===== config.mk =====
export PLATFORM = sky130hd
export DESIGN_NAME = cc_lives_controller
export DESIGN_NICKNAME = d
export VERILOG_FILES = /design/src/rtl/cc_frogger_pkg.sv /design/src/rtl/cc_lives_counter.sv /design/src/rtl/cc_lives_controller.sv
export SDC_FILE = /design/constraint.sdc
export NUM_CORES = 1
export LEC_CHECK = 0
export CAP_MARGIN = 30
export CORE_MARGIN = 4
export CORE_UTILIZATION = 30
export DETAILED_ROUTE_END_ITERATION = 12
export SYNTH_ARGS = -nofsm -noshare
export SYNTH_HDL_FRONTEND = slang
export SYNTH_SLANG_ARGS = --single-unit

===== constraint.sdc =====
create_clock -name CC_LIVES_CONTROLLER_CLOCK_50 -period 1.9 [get_ports CC_LIVES_CONTROLLER_CLOCK_50]
set_input_delay 0.38 -clock CC_LIVES_CONTROLLER_CLOCK_50 [delete_from_list [all_inputs] [get_ports CC_LIVES_CONTROLLER_CLOCK_50]]
set_output_delay 0.38 -clock CC_LIVES_CONTROLLER_CLOCK_50 [all_outputs]
set_load 0.01 [all_outputs]

===== src/rtl/cc_frogger_pkg.sv =====
// cc_frogger_pkg: shared state encoding and default lives/respawn settings
package cc_frogger_pkg;
  typedef enum logic [1:0] {
    S_IDLE     = 2'd0,
    S_PLAY     = 2'd1,
    S_DYING    = 2'd2,
    S_GAMEOVER = 2'd3
  } state_t;
  localparam int DEF_INITIAL_LIVES = 3;
  localparam int DEF_MAX_LIVES     = 7;
  localparam int DEF_RESPAWN_DELAY = 4;
endpackage


===== src/rtl/cc_lives_counter.sv =====
// cc_lives_counter: lives register with load, floor-at-zero decrement and saturating increment
// Ports: clk/rst (sync, active-high, reloads INIT), load/dec/inc controls (load wins, then dec), lives count out.
module cc_lives_counter #(
  parameter int W    = 3,
  parameter int INIT = 3,
  parameter int MAX  = 7
) (
  input  logic         clk,
  input  logic         rst,
  input  logic         load,
  input  logic         dec,
  input  logic         inc,
  output logic [W-1:0] lives
);
  always_ff @(posedge clk) begin
    if (rst || load) lives <= W'(INIT);
    else if (dec) lives <= (lives == '0) ? lives : lives - W'(1);
    else if (inc) lives <= (lives >= W'(MAX)) ? W'(MAX) : lives + W'(1);
  end
endmodule


===== src/rtl/cc_lives_controller.sv =====
// cc_lives_controller: frogger lives FSM (IDLE/PLAY/DYING/GAMEOVER) with registered flags and respawn delay
// Ports: CLOCK_50 clock, RESET_InHigh sync active-high reset, start/hit/goal inputs,
//   lives_Out count, playing/respawn/gameover flags (all registered).
// Optional feature: define CC_LIVES_BONUS_EN to make goal add a saturating bonus life.
module cc_lives_controller
  import cc_frogger_pkg::*;
#(
  parameter int LIVES_COUNTER_DATAWIDTH = 3,
  parameter int INITIAL_LIVES           = DEF_INITIAL_LIVES,
  parameter int MAX_LIVES               = DEF_MAX_LIVES,
  parameter int RESPAWN_DELAY           = DEF_RESPAWN_DELAY
) (
  input  logic                               CC_LIVES_CONTROLLER_CLOCK_50,
  input  logic                               CC_LIVES_CONTROLLER_RESET_InHigh,
  input  logic                               CC_LIVES_CONTROLLER_start_InHigh,
  input  logic                               CC_LIVES_CONTROLLER_hit_InHigh,
  input  logic                               CC_LIVES_CONTROLLER_goal_InHigh,
  output logic [LIVES_COUNTER_DATAWIDTH-1:0] CC_LIVES_CONTROLLER_lives_Out,
  output logic                               CC_LIVES_CONTROLLER_playing_OutHigh,
  output logic                               CC_LIVES_CONTROLLER_respawn_OutHigh,
  output logic                               CC_LIVES_CONTROLLER_gameover_OutHigh
);
  localparam int W = LIVES_COUNTER_DATAWIDTH;
`ifdef CC_LIVES_BONUS_EN
  localparam bit BONUS = 1'b1;
`else
  localparam bit BONUS = 1'b0;
`endif
  logic clk, rst, start, hit, goal;
  assign clk   = CC_LIVES_CONTROLLER_CLOCK_50;
  assign rst   = CC_LIVES_CONTROLLER_RESET_InHigh;
  assign start = CC_LIVES_CONTROLLER_start_InHigh;
  assign hit   = CC_LIVES_CONTROLLER_hit_InHigh;
  assign goal  = CC_LIVES_CONTROLLER_goal_InHigh;
  state_t state, nxt;
  logic [7:0] dly, dly_nxt;
  logic load, dec, inc, rsp_nxt;
  logic [W-1:0] lives;
  always_ff @(posedge clk) begin
    if (rst) begin
      state                                <= S_IDLE;
      dly                                  <= '0;
      CC_LIVES_CONTROLLER_playing_OutHigh  <= 1'b0;
      CC_LIVES_CONTROLLER_respawn_OutHigh  <= 1'b0;
      CC_LIVES_CONTROLLER_gameover_OutHigh <= 1'b0;
    end else begin
      state                                <= nxt;
      dly                                  <= dly_nxt;
      CC_LIVES_CONTROLLER_playing_OutHigh  <= nxt == S_PLAY;
      CC_LIVES_CONTROLLER_respawn_OutHigh  <= rsp_nxt;
      CC_LIVES_CONTROLLER_gameover_OutHigh <= nxt == S_GAMEOVER;
    end
  end
  // Hit beats goal; a hit on the last life skips DYING and ends the game.
  always_comb begin
    nxt     = state;
    dly_nxt = dly;
    load    = 1'b0;
    dec     = 1'b0;
    inc     = 1'b0;
    rsp_nxt = 1'b0;
    case (state)
      S_IDLE, S_GAMEOVER: begin
        load    = start;
        rsp_nxt = start;
        nxt     = start ? S_PLAY : state;
      end
      S_PLAY: begin
        dec     = hit && lives != '0;
        inc     = BONUS && goal && !hit;
        nxt     = !hit ? S_PLAY : lives > W'(1) ? S_DYING : lives == W'(1) ? S_GAMEOVER : S_PLAY;
        dly_nxt = (hit && lives > W'(1)) ? 8'(RESPAWN_DELAY) : dly;
      end
      default: begin
        dly_nxt = (dly == '0) ? dly : dly - 8'd1;
        rsp_nxt = dly <= 8'd1;
        nxt     = (dly <= 8'd1) ? S_PLAY : S_DYING;
      end
    endcase
  end
  cc_lives_counter #(.W(W), .INIT(INITIAL_LIVES), .MAX(MAX_LIVES)) u_cnt (
    .clk(clk), .rst(rst), .load(load), .dec(dec), .inc(inc), .lives(lives)
  );
  assign CC_LIVES_CONTROLLER_lives_Out = lives;
endmodule


==> After elaboration in Yosys (flattened, before gate mapping) <==
Cells that the tools add are included.
W data, S select, Z words.
{ "op_classes": {"addsub": 2, "order_cmp": 2, "eq_ne": 7, "muxes": 12, "bitwise_logic": 2, "n_reduce_logical": 10} }
{ "ops": {"columns": ["op", "n"], "rows": [
  ["$mux W8", 2],
  ["$pmux W8 S2", 1],
  ["$mux W2", 5],
  ["$le A8 B1 Y1 const B", 1],
  ["$logic_not A8 Y1", 1],
  ["$sub A8 B1 Y8 const B", 1],
  ["$eq A2 B1 Y1 const B", 2],
  ["$eq A2 B2 Y1 const B", 2],
  ["$pmux W2 S2", 1],
  ["$eq A3 B1 Y1 const B", 1],
  ["$gt A3 B1 Y1 const B", 1],
  ["$logic_not A3 Y1", 1],
  ["$reduce_and A3 Y1", 1],
  ["$reduce_bool A3 Y1", 1],
  ["$sub A3 B1 Y3 const B", 1],
  ["$logic_and A1 B1 Y1", 2],
  ["$logic_not A2 Y1", 1],
  ["$mux W1", 2],
  ["$ne A2 B1 Y1 const B", 1],
  ["$ne A2 B2 Y1 const B", 1],
  ["$not A1 Y1", 2],
  ["$pmux W1 S2", 1],
  ["$reduce_and A2 Y1", 1],
  ["$reduce_or A2 Y1", 1],
  ["$logic_or A1 B1 Y1", 1]
]} }
{ "word_totals": {"reg_bits": 16, "output_inout_bits": 6} }

==> Logic depth before layout (Yosys ltp) <==
{ "depth": {"word_depth": 6, "depth_mapped": 7, "ltp_nobuf": 6} }

==> Hierarchy <==
Synthesis repeated with hierarchy kept, for this count alone.
{ "unflattened": {"cells_unflattened": 115, "hier_area_um2": 969.7} }
{ "by_module_without_submodules": {"columns": ["mod", "n_inst", "cells_per_inst", "area_each_um2", "seq_area_each_um2"], "rows": [
  ["cc_lives_controller", 1, 85, 720.7, 260.2],
  ["cc_lives_counter", 1, 30, 249.0, 60.1]
]} }

==> Least setup slack after synthesis <==
Ideal clock, no wire load.
{ "synth_timing": {"kind": "register to register", "start": "reg u_cnt.lives[1]", "end": "reg dly[0]", "setup_time_ns": 0.138, "t_arrival_ns": 1.548, "setup_slack_ns": 0.214, "path_stages_with_launch": 6, "n_path_buf": 0, "synth_period_minus_slack_ns": 1.686, "cell_sequence": "dfxtp_1 > inv_1 > ha_1 > o311a_1 > a311oi_1 > o22ai_1"} }
{ "synth_via": {"elab_chain_cells": 4} }
{ "synth_lines": {"columns": ["element", "line_no", "rtl"], "rows": [
  ["start: declaration", "cc_lives_counter.sv:13", "output logic [W-1:0] lives"],
  ["start signal: assignment", "cc_lives_counter.sv:16", "if (rst || load) lives <= W'(INIT);"],
  ["start signal: assignment", "cc_lives_counter.sv:17", "else if (dec) lives <= (lives == '0) ? lives : lives - W'(1);"],
  ["start signal: assignment", "cc_lives_counter.sv:18", "else if (inc) lives <= (lives >= W'(MAX)) ? W'(MAX) : lives + W'(1);"],
  ["$gt A3 B1 Y1", "cc_lives_controller.sv:72", "dly_nxt = (hit && lives > W'(1)) ? 8'(RESPAWN_DELAY) : dly;"],
  ["$logic_and A1 B1 Y1", "cc_lives_controller.sv:72", null],
  ["$ne A2 B2 Y1 (no line)", null, null],
  ["$reduce_and A3 Y1 (no line)", null, null],
  ["end signal: assignment", "cc_lives_controller.sv:48", "dly <= dly_nxt;"],
  ["end: declaration", "cc_lives_controller.sv:36", "logic [7:0] dly, dly_nxt;"]
]} }
No other way between the ends.
A chain may end at the register's enable or synchronous reset.

==> Worst setup path in the final report <==
{ "layout_timing": {"start": "reg dly[1]", "end": "reg dly[6]"} }
{ "layout_via": {"elab_chain_cells": 3, "word_cells_on_any_way": 6, "classes_between": "1 x add/sub; 1 x eq/ne; 2 x mux; 2 x reduce/logical"} }
{ "layout_lines": {"columns": ["element", "line_no", "rtl"], "rows": [
  ["$sub A8 B1 Y8 or $logic_not A8 Y1 (tied branches)", "cc_lives_controller.sv:75", "dly_nxt = (dly == '0) ? dly : dly - 8'd1;"],
  ["$mux W8 or $ne A2 B1 Y1 (tied branches)", null, null],
  ["$pmux W8 S2 or $reduce_and A3 Y1 (tied branches)", null, null]
]} }
Several ways; a longest one is shown, not always the timed one. The select of a mux whose other input is x is not followed.

==> impl_metrics.toml <==
[placed_design]
dpl.hpwl_um = 1760
gp_congestion = 0.848
post-place-cells = 172
portBuffers = 9
place_area_um2 = 1160

[global_route]
grt_pass1_vias = 841
grt.total_usage_pct = 11.0
grt_max_degree = 10
grt_pass1_wl_um = 3630
grt.overflow.total = 0
antenna_found_initial = 0

[route]
wl_um = 2240
drc = 0
vias = 891
wire_per_inst_um = 12.7
dr.first_iter.drc_count = 15
drtAntennaViolNets = 0
dr.pass1.iters = 4
viasPerCell = 5.06

[floorplan]
fp.coreArea_um2 = 3030
initial_utilization_pct = 31.2
rows = 20
die_w_um = 64.1
num_io_pins = 11
die_h_um = 64.1
dieArea_um2 = 4110

[yosys]
ys_seq_area_share_pct = 33.9
yosys.cell_types.count = 39
netlist.top_cell.by_area = "dfxtp_1"
synthAdderAreaFrac_pct = 9.27
syn_avg_cell_area_um2 = 8.51
synth_edf_count = 0
synth_top_family_by_area = "compound AO/OA/AOI/OAI gates"
ys_top_cells_by_area = "dfxtp_1 (34%), ha_1 (9.3%), nand2_1 (4.8%), inv_1 (4.4%), a21oi_1 (3.2%)"
ys.flop_type = "dfxtp_1"
synth-compound-area-share_pct = 25.2
syn_inst = 111
synth_top_cell_area_share_pct = 33.9
syn_area_um2 = 945
synthesis.nets = 123
synthXorXnorAreaFrac_pct = 1.85
yosys_warnings = 0
synthSimpleGateAreaFrac_pct = 22.9
async_reset_ff_share_pct = 0
synth.area.mux_share_pct = 0
synth_seq_cells = 16

[run_status]
status = "completed"

[job]
drv_cap = 0

[clock_network]
clk_latency_ns = 0.29
clkSlewWorstSetupHoldPaths_ns = 0.10
cts_tree = "built"
cts_sinks = 16
cts_max_level = 1
numCtsBuffers = 3
cts_hold_buf = 0
ctsResizeCount = 0
post-cts-setup-buffers = 0
ctsRootBufferMaster = "clkbuf_4"
cts_buffer_depth = 2

[timing]
fmax_ghz = 0.556
setup_violations = 0
hold_viol = 0
period_needed_ns = 1.80
timing.slew.headroom_pct = 61.2
fin_setup_tns_ns = 0
finalCritPeriodShare_pct = 94.7
skew_ns = 0.00263
worstMarginPinSlew_ns = 0.577
drv_slew = 0

[layout]
drive_above_1_share_pct = 18.9
stdcell_count = 176
fin_util_pct = 39.8
antenna_cells = 0
areaGrowthSynthToFinish_pct = 27.6
design_area_um2 = 1200
final_nets = 145

[worst_setup_path]
path_max_fanout = 4
slowest_stage = "or3b_2"
worstSetupEndpointType = "flop"
crit_path_cell_trace = "inv_1, ha_1, or3b_2, nor4b_2, o21ai_0, a21oi_1"
crit_type = "flop to flop"
required_ns = 2.13
arrival_ns = 2.02
path_buf_inv = 1
cp_slowest_stage_delay_ns = 0.52
cp_top_family = "simple AND/OR/NAND/NOR gates"
crit_path_start_kind = "flop"

[power_and_ir_drop]
power_leakage_nw = 0.479
ir_worst_vdd_v = 0.000544
powerDensity_nw_per_um2 = 1590

[worst_hold_path]
hold_path_class = "flop to flop"
-- tightest hold or removal path: cells and delay by family (launching register included) --
family | cells | cell delay [ns]
flip-flops | 1 | 0.35
AO/OA/AOI/OAI | 2 | 0.14
-- layer usage --
layer	share of wire, %	vias up	GRT usage [%]	wire, um
li1	-	451	-	-
met2	53	8	21.2	1190
met1	44	430	11.8	994
met3	2.0	2	1.76	44
met5	0	-	0	0
met4	0.45	0	3.96	10
-- where the power goes --
part | switching, mW | internal (mW)
Sequential | 0.0963 | 0.437
Combinational | 0.642 | 0.518
Clock | 0.111 | 0.117
Total | 0.849 | 1.07
-- Yosys cell counts (2+ instances only) --
cell type / n
o22ai_1: 2
ha_1: 7
a311oi_1: 2
nor3_1: 4
nand2_1: 12
o21ai_0: 5
xnor2_1: 2
nor4_1: 4
inv_1: 11
a21oi_1: 6
nor4b_1: 2
nor2_1: 6
dfxtp_1: 16
clkbuf_1: 2
o211ai_1: 2
a31oi_1: 4
o32ai_1: 2
-- per-stage QoR --
stage | setup slack (ns) | hold slack [ns] | power [mW]
floorplan | 0.214 | 0.473 | 1.30
global placement | -0.0599 | 0.498 | 1.63
detailed placement | -0.0671 | 0.507 | 1.66
CTS | 0.0917 | 0.522 | 1.91
global route | -0.0140 | 0.567 | 2.06
finish | 0.101 | 0.523 | 1.92
-- cells in the final DEF, fill, tap and decap left out, drive strengths merged, types with 4 or more instances in the layout --
master	instances
dfxtp	16
nand2	12
buf	12
inv	11
clkdlybuf4s50	9
ha	7
a21oi	6
nor2	6
o21ai	5
nor3	5
a31oi	4
nor4	4
clkbuf	4
-- state kept, by name, indices dropped and copies added (netlist names) --
register                              flops
state                                     2
u_cnt.lives                               3
dly                                       8
CC_LIVES_CONTROLLER_respawn_OutHigh       1
CC_LIVES_CONTROLLER_gameover_OutHigh      1
CC_LIVES_CONTROLLER_playing_OutHigh       1
-- final timing paths --
kind                                           from             endpoint  slack [ns]  cells past startpoint
worst min register to register  dly[6]$_SDFFE_PP0P_  dly[6]$_SDFFE_PP0P_        0.52                      2
worst max-delay path            dly[1]$_SDFFE_PP0P_  dly[6]$_SDFFE_PP0P_        0.10                      6
worst min-delay path            dly[6]$_SDFFE_PP0P_  dly[6]$_SDFFE_PP0P_        0.52                      2
worst max register to register  dly[1]$_SDFFE_PP0P_  dly[6]$_SDFFE_PP0P_        0.10                      6
-- layout make-up --
cell class	count	area [um2]
fillers	298	1820
multi-input cells	80	572
flip-flops and latches	16	320
repair buffers	21	180
well taps	44	55.1
inverters	11	41.3
clock buffers	4	36.3
-- logic make-up after synthesis --
| logic type | Yosys count |
|---|---|
| buffers and inverters | 15 |
| flip-flops | 16 |
| XOR/XNOR | 2 |
| AO/OA/AOI/OAI | 32 |
| AND/OR/NAND/NOR | 39 |
| adder cells (fa/ha/maj) | 7 |
Power figures use the tool's default switching activity.
